==> src/rtl/fpga_gpio_bank.sv <==
// rtl/fpga_gpio_bank.sv - registered GPIO pad bank: push-pull/open-drain outputs, synchronised inputs with edge pulses
// Define FPGA_GPIO_BANK_FILTER_EN to add the per-channel debounce filter on the input path.
module fpga_gpio_bank #(
  parameter int CH          = 16,
  parameter int SYNC_STAGES = 2,
  parameter int FILT_W      = 4
) (
  input  logic              clk_i,
  input  logic              rst_i,
  input  logic [CH-1:0]     out_i,
  input  logic [CH-1:0]     oe_i,
  input  logic [CH-1:0]     od_i,
  input  logic [FILT_W-1:0] filt_thr_i,
  output logic [CH-1:0]     in_o,
  output logic [CH-1:0]     rise_o,
  output logic [CH-1:0]     fall_o,
  output logic [CH-1:0]     pad_out_o,
  output logic [CH-1:0]     pad_oe_o,
  input  logic [CH-1:0]     pad_in_i
);

  logic [CH-1:0] sync_q [SYNC_STAGES];
  logic [CH-1:0] sync;
  logic [CH-1:0] in_q;
  logic [CH-1:0] in_d;
  logic [CH-1:0] rise_d;
  logic [CH-1:0] fall_d;

  // Open-drain channels only ever drive low; otherwise the pad is released.
  always_ff @(posedge clk_i) begin
    if (rst_i) begin
      pad_out_o <= '0;
      pad_oe_o  <= '0;
    end else begin
      pad_out_o <= out_i & ~od_i;
      pad_oe_o  <= oe_i & ~(od_i & out_i);
    end
  end

  always_ff @(posedge clk_i) begin
    if (rst_i) begin
      for (int s = 0; s < SYNC_STAGES; s++) sync_q[s] <= '0;
    end else begin
      sync_q[0] <= pad_in_i;
      for (int s = 1; s < SYNC_STAGES; s++) sync_q[s] <= sync_q[s-1];
    end
  end

  assign sync = sync_q[SYNC_STAGES-1];

`ifdef FPGA_GPIO_BANK_FILTER_EN
  logic [FILT_W-1:0] cnt_q [CH];
  logic [FILT_W-1:0] cnt_d [CH];

  // Count only while sync disagrees with the accepted value; any agreement restarts the count.
  always_comb begin
    in_d = in_q;
    for (int i = 0; i < CH; i++) begin
      cnt_d[i] = cnt_q[i];
      if (sync[i] == in_q[i]) begin
        cnt_d[i] = '0;
      end else if (cnt_q[i] >= filt_thr_i) begin
        in_d[i]  = sync[i];
        cnt_d[i] = '0;
      end else begin
        cnt_d[i] = cnt_q[i] + 1'b1;
      end
    end
  end

  always_ff @(posedge clk_i) begin
    if (rst_i) begin
      for (int i = 0; i < CH; i++) cnt_q[i] <= '0;
    end else begin
      for (int i = 0; i < CH; i++) cnt_q[i] <= cnt_d[i];
    end
  end
`else
  logic unused_thr;

  assign unused_thr = ^filt_thr_i;
  assign in_d       = sync;
`endif

  assign rise_d = in_d & ~in_q;
  assign fall_d = ~in_d & in_q;

  always_ff @(posedge clk_i) begin
    if (rst_i) begin
      in_q   <= '0;
      rise_o <= '0;
      fall_o <= '0;
    end else begin
      in_q   <= in_d;
      rise_o <= rise_d;
      fall_o <= fall_d;
    end
  end

  assign in_o = in_q;

endmodule

==> config.mk <==
export PLATFORM = sky130hd
export DESIGN_NAME = fpga_gpio_bank
export DESIGN_NICKNAME = d
export VERILOG_FILES = /design/src/rtl/fpga_gpio_bank.sv
export SDC_FILE = /design/constraint.sdc
export NUM_CORES = 1
export LEC_CHECK = 0
export BUFFER_PORTS_ARGS = -buffer_cell sky130_fd_sc_hd__buf_2
export CELL_PAD_IN_SITES_DETAIL_PLACEMENT = 0
export CELL_PAD_IN_SITES_GLOBAL_PLACEMENT = 1
export CORE_ASPECT_RATIO = 1.1
export CORE_MARGIN = 1.5
export CORE_UTILIZATION = 35
export DETAILED_ROUTE_END_ITERATION = 6
export HOLD_SLACK_MARGIN = 0.08
export PLACE_DENSITY_LB_ADDON = 0.1
export SYNTH_ARGS = -nofsm -noshare
export SYNTH_HDL_FRONTEND = slang
export SYNTH_SLANG_ARGS = --single-unit
==> constraint.sdc <==
create_clock -name clk_i -period 2.05 [get_ports clk_i]
set_input_delay 0.3075 -clock clk_i [delete_from_list [all_inputs] [get_ports clk_i]]
set_output_delay 0.3075 -clock clk_i [all_outputs]
set_load 0.005 [all_outputs]
==> impl_metrics.csv, run 1 <==
group,metric,value,unit
pwr,pwr-share-clk,31.7,%
global_route,grt_pass1_wl,8376,microns
clocking,postCtsSetupRepairBufs,0,
routing,via_per_inst,4.085,
routing,route.vias.total,2124,
floorplanning,io_pins,150,
pwr,combPwrFrac,6.3,%
clocking,cts_buffer_depth,2,
routing,drt-initial-drc-count,21,
sta,finalHoldViolCount,0,
sta,relSlewSlack,67.55,%
layout,fillers,867,
pwr,switchingPower,835.1,uW
placement,dpl_worst_slack,0.7373,ns
synthesis,async_flop_share,0,%
setup_path,worstPathRequired,1.74,ns
sta,fin_setup_tns,0,ns
sta,whs,0.1076,ns
setup_path,ff2ff_path_depth,2,
floorplanning,die_h,103.1,microns
setup_path,worstPathMaxFanout,3,
sta,slew_viol_final,0,
synthesis,syn_nets,320,
layout,antenna_cells,0,
run_status,outcome,"finished clean",
routing,wl_met1,2314,microns
routing,drc,0,
layout,finalNetCount,471,
synthesis,yosysTopAreaCell,"dfxtp_1",
setup_path,r2r-start,"sync_q[0][23]",
min_path,hp-start,"od_i[6]",
min_path,hold-path-cell-count,2,
sta,setup_viol,0,
pwr,power_density,873.8,nW/um^2
synthesis,yosys-top-cells-count,"dfxtp_1 (112), nor2b_1 (54), nor3b_1 (32)",
sta,worstMarginPinSlew,0.4867,ns
min_path,min_to,"pad_out_o[6]",
synthesis,synth-seq-cells,112,
global_route,grt_max_degree,43,
pwr,p_leak,0.002029,uW
synthesis,synth_warnings,0,
min_path,hold_class,"in2reg",
placement,hpwl,4096,microns
floorplanning,core-area,8874,sq um
global_route,grt_antenna_before_repair,0,
setup_path,crit_arrival,0.85,ns
routing,wl_met2,2881,microns
synthesis,synth_cell_types,9,
pwr,pwr-share-seq,62.0,%
clocking,path_clk_slew,0.11,ns
setup_path,worst-setup-path-type,"reg2out",
routing,top_layer_used,"met4",
floorplanning,die_w,93.98,microns
floorplanning,design.die.area,9687,sq um
routing,wire_per_inst,10.93,microns
placement,place_area,4011,sq um
setup_path,cp_top_family,"flip-flops",
setup_path,slowest_delay,0.37,ns
clocking,cts_buffers,9,
routing,drt-pass1-iter-count,3,
synthesis,synth_ff_type,"dfxtp_1",
setup_path,r2r-end,"rise_o[7]",
routing,wirelength,5684,microns
synthesis,synth_area_leaders,"dfxtp_1 (70%), nor2b_1 (11%), nor3b_1 (7.5%), a211oi_1 (3.5%), nor2b_2 (2.7%)",
layout,layout-drive-gt1-share,42.86,%
sta,finalWorstSetupSlack,0.8975,ns
sta,period_share,56.22,%
routing,met3_length,373,microns
global_route,gr-total-overflow,0,
setup_path,path_buf_inv,1,
setup_path,r2r_setup_slack,1.35,ns
routing,ant_nets,0,
pwr,p_int,2837,uW
clocking,cts_resized,0,
placement,place.gp.congestion,0.7021,
setup_path,crit_slowest_cell,"dfxtp_1",
layout,final_area,4203,sq um
synthesis,netlist_area,3187,sq um
synthesis,synth_edf_count,0,
sta,timing.fmax,0.8677,GHz
clocking,cts_tree,"yes",
synthesis,synth.most_common_cell,"dfxtp_1",
floorplanning,initial_utilization,35.91,%
synthesis,yosysTopAreaCellShare,70.36,%
floorplanning,row_count,36,
pwr,switching_share,22.74,%
synthesis,avgSynthCellArea,12.75,sq um
sta,rsz0062_at_grt,"false",
placement,port-buffer-count,145,
sta,skew,0.008234,ns
job,max_cap_violations,0,
global_route,track_usage,11.47,%
layout,area_growth,31.88,%
clocking,clkLatencyLatePin,0.36,ns
clocking,cts_num_sinks,112,
clocking,cts.htree.levels,3,
global_route,grt_pass1_vias,1888,
setup_path,crit_path_start_kind,"flip-flop",
setup_path,crit_path_end_kind,"output pin",
clocking,clock-root-buffer,"clkbuf_8",
pwr,vdd_drop_max,0.3012,mV
synthesis,synth-seq-area-share,70.36,%
setup_path,cp_cell_sequence,"buf_2",
synthesis,synthCells,250,
sta,period_needed,1.153,ns
-- worst reg2reg max path, delay by kind of cell, from the launching register on --
family | cells | cell delay, ns
flops | 1 | 0.32
simple gates | 2 | 0.28
-- routing by layer --
layer / global-route usage (%) / vias to the layer above
li1: - / 1102
met1: 12.64 / 941
met2: 19.06 / 69
met3: 3.909 / 12
met4: 7.233 / 0
met5: 0 / -
-- stage by stage --
stage	power (uW)	instances	util, %
3_3_place_gp	2557	502	45.21
6_report	3672	520	47.36
3_5_place_dp	2562	502	45.21
4_1_cts	3735	518	47.14
5_1_grt	3861	520	47.36
2_1_floorplan	2433	250	-
-- final cells by class --
class | count | area (sq um) | area share, %
clock buffer | 10 | 127.6 | 3.037
multi-input combinational | 112 | 790.8 | 18.82
timing repair buffer | 150 | 795.8 | 18.93
sequential | 112 | 2242 | 53.35
tap | 114 | 142.6 | 3.394
clock inverter | 6 | 43.79 | 1.042
inverter | 16 | 60.06 | 1.429
-- power groups by stage --
| stage | clock network (uW) | logic (uW) | registers [uW] |
|---|---|---|---|
| floorplan | 0 | 99.4 | 2330 |
| global placement | 0 | 231 | 2330 |
| global route | 1310 | 261 | 2290 |
| detailed placement | 0 | 234 | 2330 |
| finish | 1160 | 232 | 2280 |
| CTS | 1220 | 235 | 2280 |
-- how the worst max path moves through the flow --
stage / from / to / slack, ns / cells after the start
after floorplan: rst_i / pad_oe_o[10] / 1.24 / 3
after global placement: rst_i / rise_o[13] / 0.74 / 4
after detailed placement: rst_i / rise_o[13] / 0.74 / 4
after CTS: in_o[1] / in_o[1] / 0.87 / 1
after global routing: in_o[13] / in_o[13] / 0.81 / 1
final: in_o[1] / in_o[1] / 0.90 / 1
-- cell usage in the layout (no fill, tap or decap), drive strengths merged --
master / count
inv: 18
clkbuf: 10
dfxtp: 112
clkinvlp: 1
a211oi: 16
clkinv: 3
buf: 148
nor3b: 32
dlygate4sd3: 2
nor2b: 64
-- timing repair --
item                       4_1_cts  5_1_grt
hold buffers                     0        2
setup endpoints to repair        0        0
hold endpoints to repair         0        2
-- state kept, by name, indices dropped and copies added, names as in the netlist --
signal and cells:
pad_out_o 16, fall_o 16, pad_oe_o 16, sync_q 32, in_o 16, rise_o 16
-- cells by family after synthesis --
group	after synthesis	share of synthesized area (%)
flip-flops	112	70.36
AND/OR/NAND/NOR	96	20.89
AO/OA/AOI/OAI	16	3.926
buffers and inverters	26	4.829
No activity file was read; power rests on OpenSTA's default activity.
==> inputs of run 2 (changes only) <==
--- a/config.mk
+++ b/config.mk
@@ -10,7 +10,7 @@
 export CELL_PAD_IN_SITES_GLOBAL_PLACEMENT = 1
 export CORE_ASPECT_RATIO = 1.1
 export CORE_MARGIN = 1.5
-export CORE_UTILIZATION = 35
+export CORE_UTILIZATION = 34
 export DETAILED_ROUTE_END_ITERATION = 6
 export HOLD_SLACK_MARGIN = 0.08
 export PLACE_DENSITY_LB_ADDON = 0.1
==> constraint.sdc (replaced) <==
create_clock -name clk_i -period 1.2 [get_ports clk_i]
set_input_delay 0.18 -clock clk_i [delete_from_list [all_inputs] [get_ports clk_i]]
set_output_delay 0.18 -clock clk_i [all_outputs]
set_load 0.005 [all_outputs]
==> impl_metrics.csv, run 2 (synthesized netlist as in run 1, its figures left out) <==
group,metric,value,unit
setup_path,worst-setup-path-type,"reg2out",
setup_path,cp_cell_sequence,"buf_2",
floorplanning,initial_utilization,35.55,%
layout,largest_register,"sync_q",
setup_path,path_buf_inv,1,
routing,ant_nets,0,
setup_path,cp_top_family,"flip-flops",
clocking,postCtsSetupRepairBufs,0,
global_route,grt_pass1_wl,10590,microns
sta,relSlewSlack,85.31,%
layout,layout-drive-gt1-share,37.18,%
pwr,power_density,1366,nW/um^2
placement,place.gp.congestion,0.7325,
setup_path,worstPathMaxFanout,3,
clocking,cts.htree.levels,3,
pwr,total_power,6633,uW
routing,drc,0,
clocking,cts_tree,"yes",
placement,port-buffer-count,145,
clocking,clock-root-buffer,"clkbuf_8",
setup_path,worstPathRequired,1.02,ns
clocking,cts_resized,0,
layout,area_growth,52.38,%
layout,finalNetCount,534,
layout,final_common_cell,"buf_2",
floorplanning,row_count,36,
layout,largest_reg_flops,32,
clocking,cts_buffer_depth,2,
floorplanning,die_w,95.31,microns
setup_path,crit_path_end_kind,"output pin",
clocking,cts_buffers,9,
routing,via_per_inst,4.148,
clocking,path_clk_slew,0.10,ns
sta,worstMarginPinSlew,0.2204,ns
sta,setup_viol,0,
floorplanning,io_pins,150,
layout,mostFrequentLayoutCells,"buf_2 (144), dfxtp_1 (112), dlygate4sd3_1 (64), nor2b_1 (54), nor3b_1 (32)",
sta,rsz0062_at_grt,"false",
sta,finalHoldViolCount,0,
layout,antenna_cells,0,
sta,period_share,87.13,%
min_path,hold_class,"in2reg",
routing,wirelength,6554,microns
placement,hpwl,4303,microns
global_route,gr-total-overflow,0,
clocking,cts_num_sinks,112,
floorplanning,core-area,8964,sq um
floorplanning,design.die.area,9964,sq um
floorplanning,die_h,104.5,microns
routing,drt-initial-drc-count,57,
pwr,vdd_drop_max,0.7002,mV
clocking,ctsHoldBuffers,64,
clocking,clkLatencyLatePin,0.35,ns
sta,slew_viol_final,0,
setup_path,crit_slowest_cell,"dfxtp_1",
global_route,grt_antenna_before_repair,0,
routing,wire_per_inst,11.26,microns
global_route,track_usage,13.68,%
global_route,grt_pass1_vias,2455,
sta,skew,0.008844,ns
job,max_cap_violations,0,
setup_path,crit_path_start_kind,"flip-flop",
sta,period_needed,1.046,ns
sta,fin_setup_tns,0,ns
run_status,outcome,"finished clean",
setup_path,slowest_delay,0.38,ns
sta,timing.fmax,0.9564,GHz
setup_path,crit_arrival,0.87,ns
global_route,grt_max_degree,34,
pwr,p_leak,0.002301,uW
routing,drt-pass1-iter-count,4,
routing,route.vias.total,2414,
[run 2: changes by cell type in the layout (fill, tap and decap cells not counted)]
| cell | previous run | this run |
|---|---|---|
| inv_6 | 2 | 0 |
| clkinv_2 | 2 | 0 |
| buf_4 | 2 | 3 |
| dlygate4sd3_1 | 2 | 64 |
| bufinv_16 | 0 | 1 |
| clkinv_4 | 1 | 2 |
| clkbuf_8 | 9 | 10 |
[run 2: layout make-up]
| cell class | count | area, sq um |
|---|---|---|
| Fill cell | 811 | 4108 |
| Tap cell | 114 | 142.6 |
| Clock buffer | 11 | 141.4 |
| Clock inverter | 4 | 55.05 |
| Timing Repair Buffer | 213 | 1424 |
| Multi-Input combinational cell | 112 | 790.8 |
| Inverter | 16 | 60.06 |
| Sequential cell | 112 | 2242 |
[run 2: stage by stage]
step | area (sq um) | hold slack, ns | cells | utilization, % | setup slack (ns)
2_1_floorplan | 3187 | 0.2561 | 250 | - | 0.5131
3_3_place_gp | 4019 | 0.3577 | 503 | 44.84 | 0.2406
3_5_place_dp | 4019 | 0.3619 | 503 | 44.84 | 0.2341
4_1_cts | 4856 | 0.1390 | 582 | 54.17 | 0.1371
5_1_grt | 4856 | 0.1406 | 582 | 54.17 | 0.09586
6_report | 4856 | 0.1598 | 582 | 54.17 | 0.1544
[run 2: worst paths after layout]
path	to	start	cells past startpoint	slack [ns]
max reg2reg	rise_o[1]	sync_q[0][17]	2	0.49
max	in_o[15]	in_o[15]	1	0.15
min reg2reg	fall_o[4]	sync_q[0][20]	1	0.40
min	pad_oe_o[1]	rst_i	2	0.16
[run 2: power breakdown]
part	total, uW	switching (uW)	internal, uW
sequential	3890	36.5	3850
clock	2180	1160	1020
combinational	567	206	361
[run 2: per-layer routing]
| layer | share of wire [%] | vias up | wire, microns | global-route usage, % |
|---|---|---|---|---|
| met1 | 39 | 1084 | 2567 | 14.40 |
| met2 | 50 | 89 | 3265 | 22.95 |
| met3 | 6.8 | 19 | 447 | 5.167 |
| met4 | 4.2 | 0 | 274 | 7.569 |
| li1 | - | 1222 | - | - |
| met5 | 0 | - | 0 | 0 |
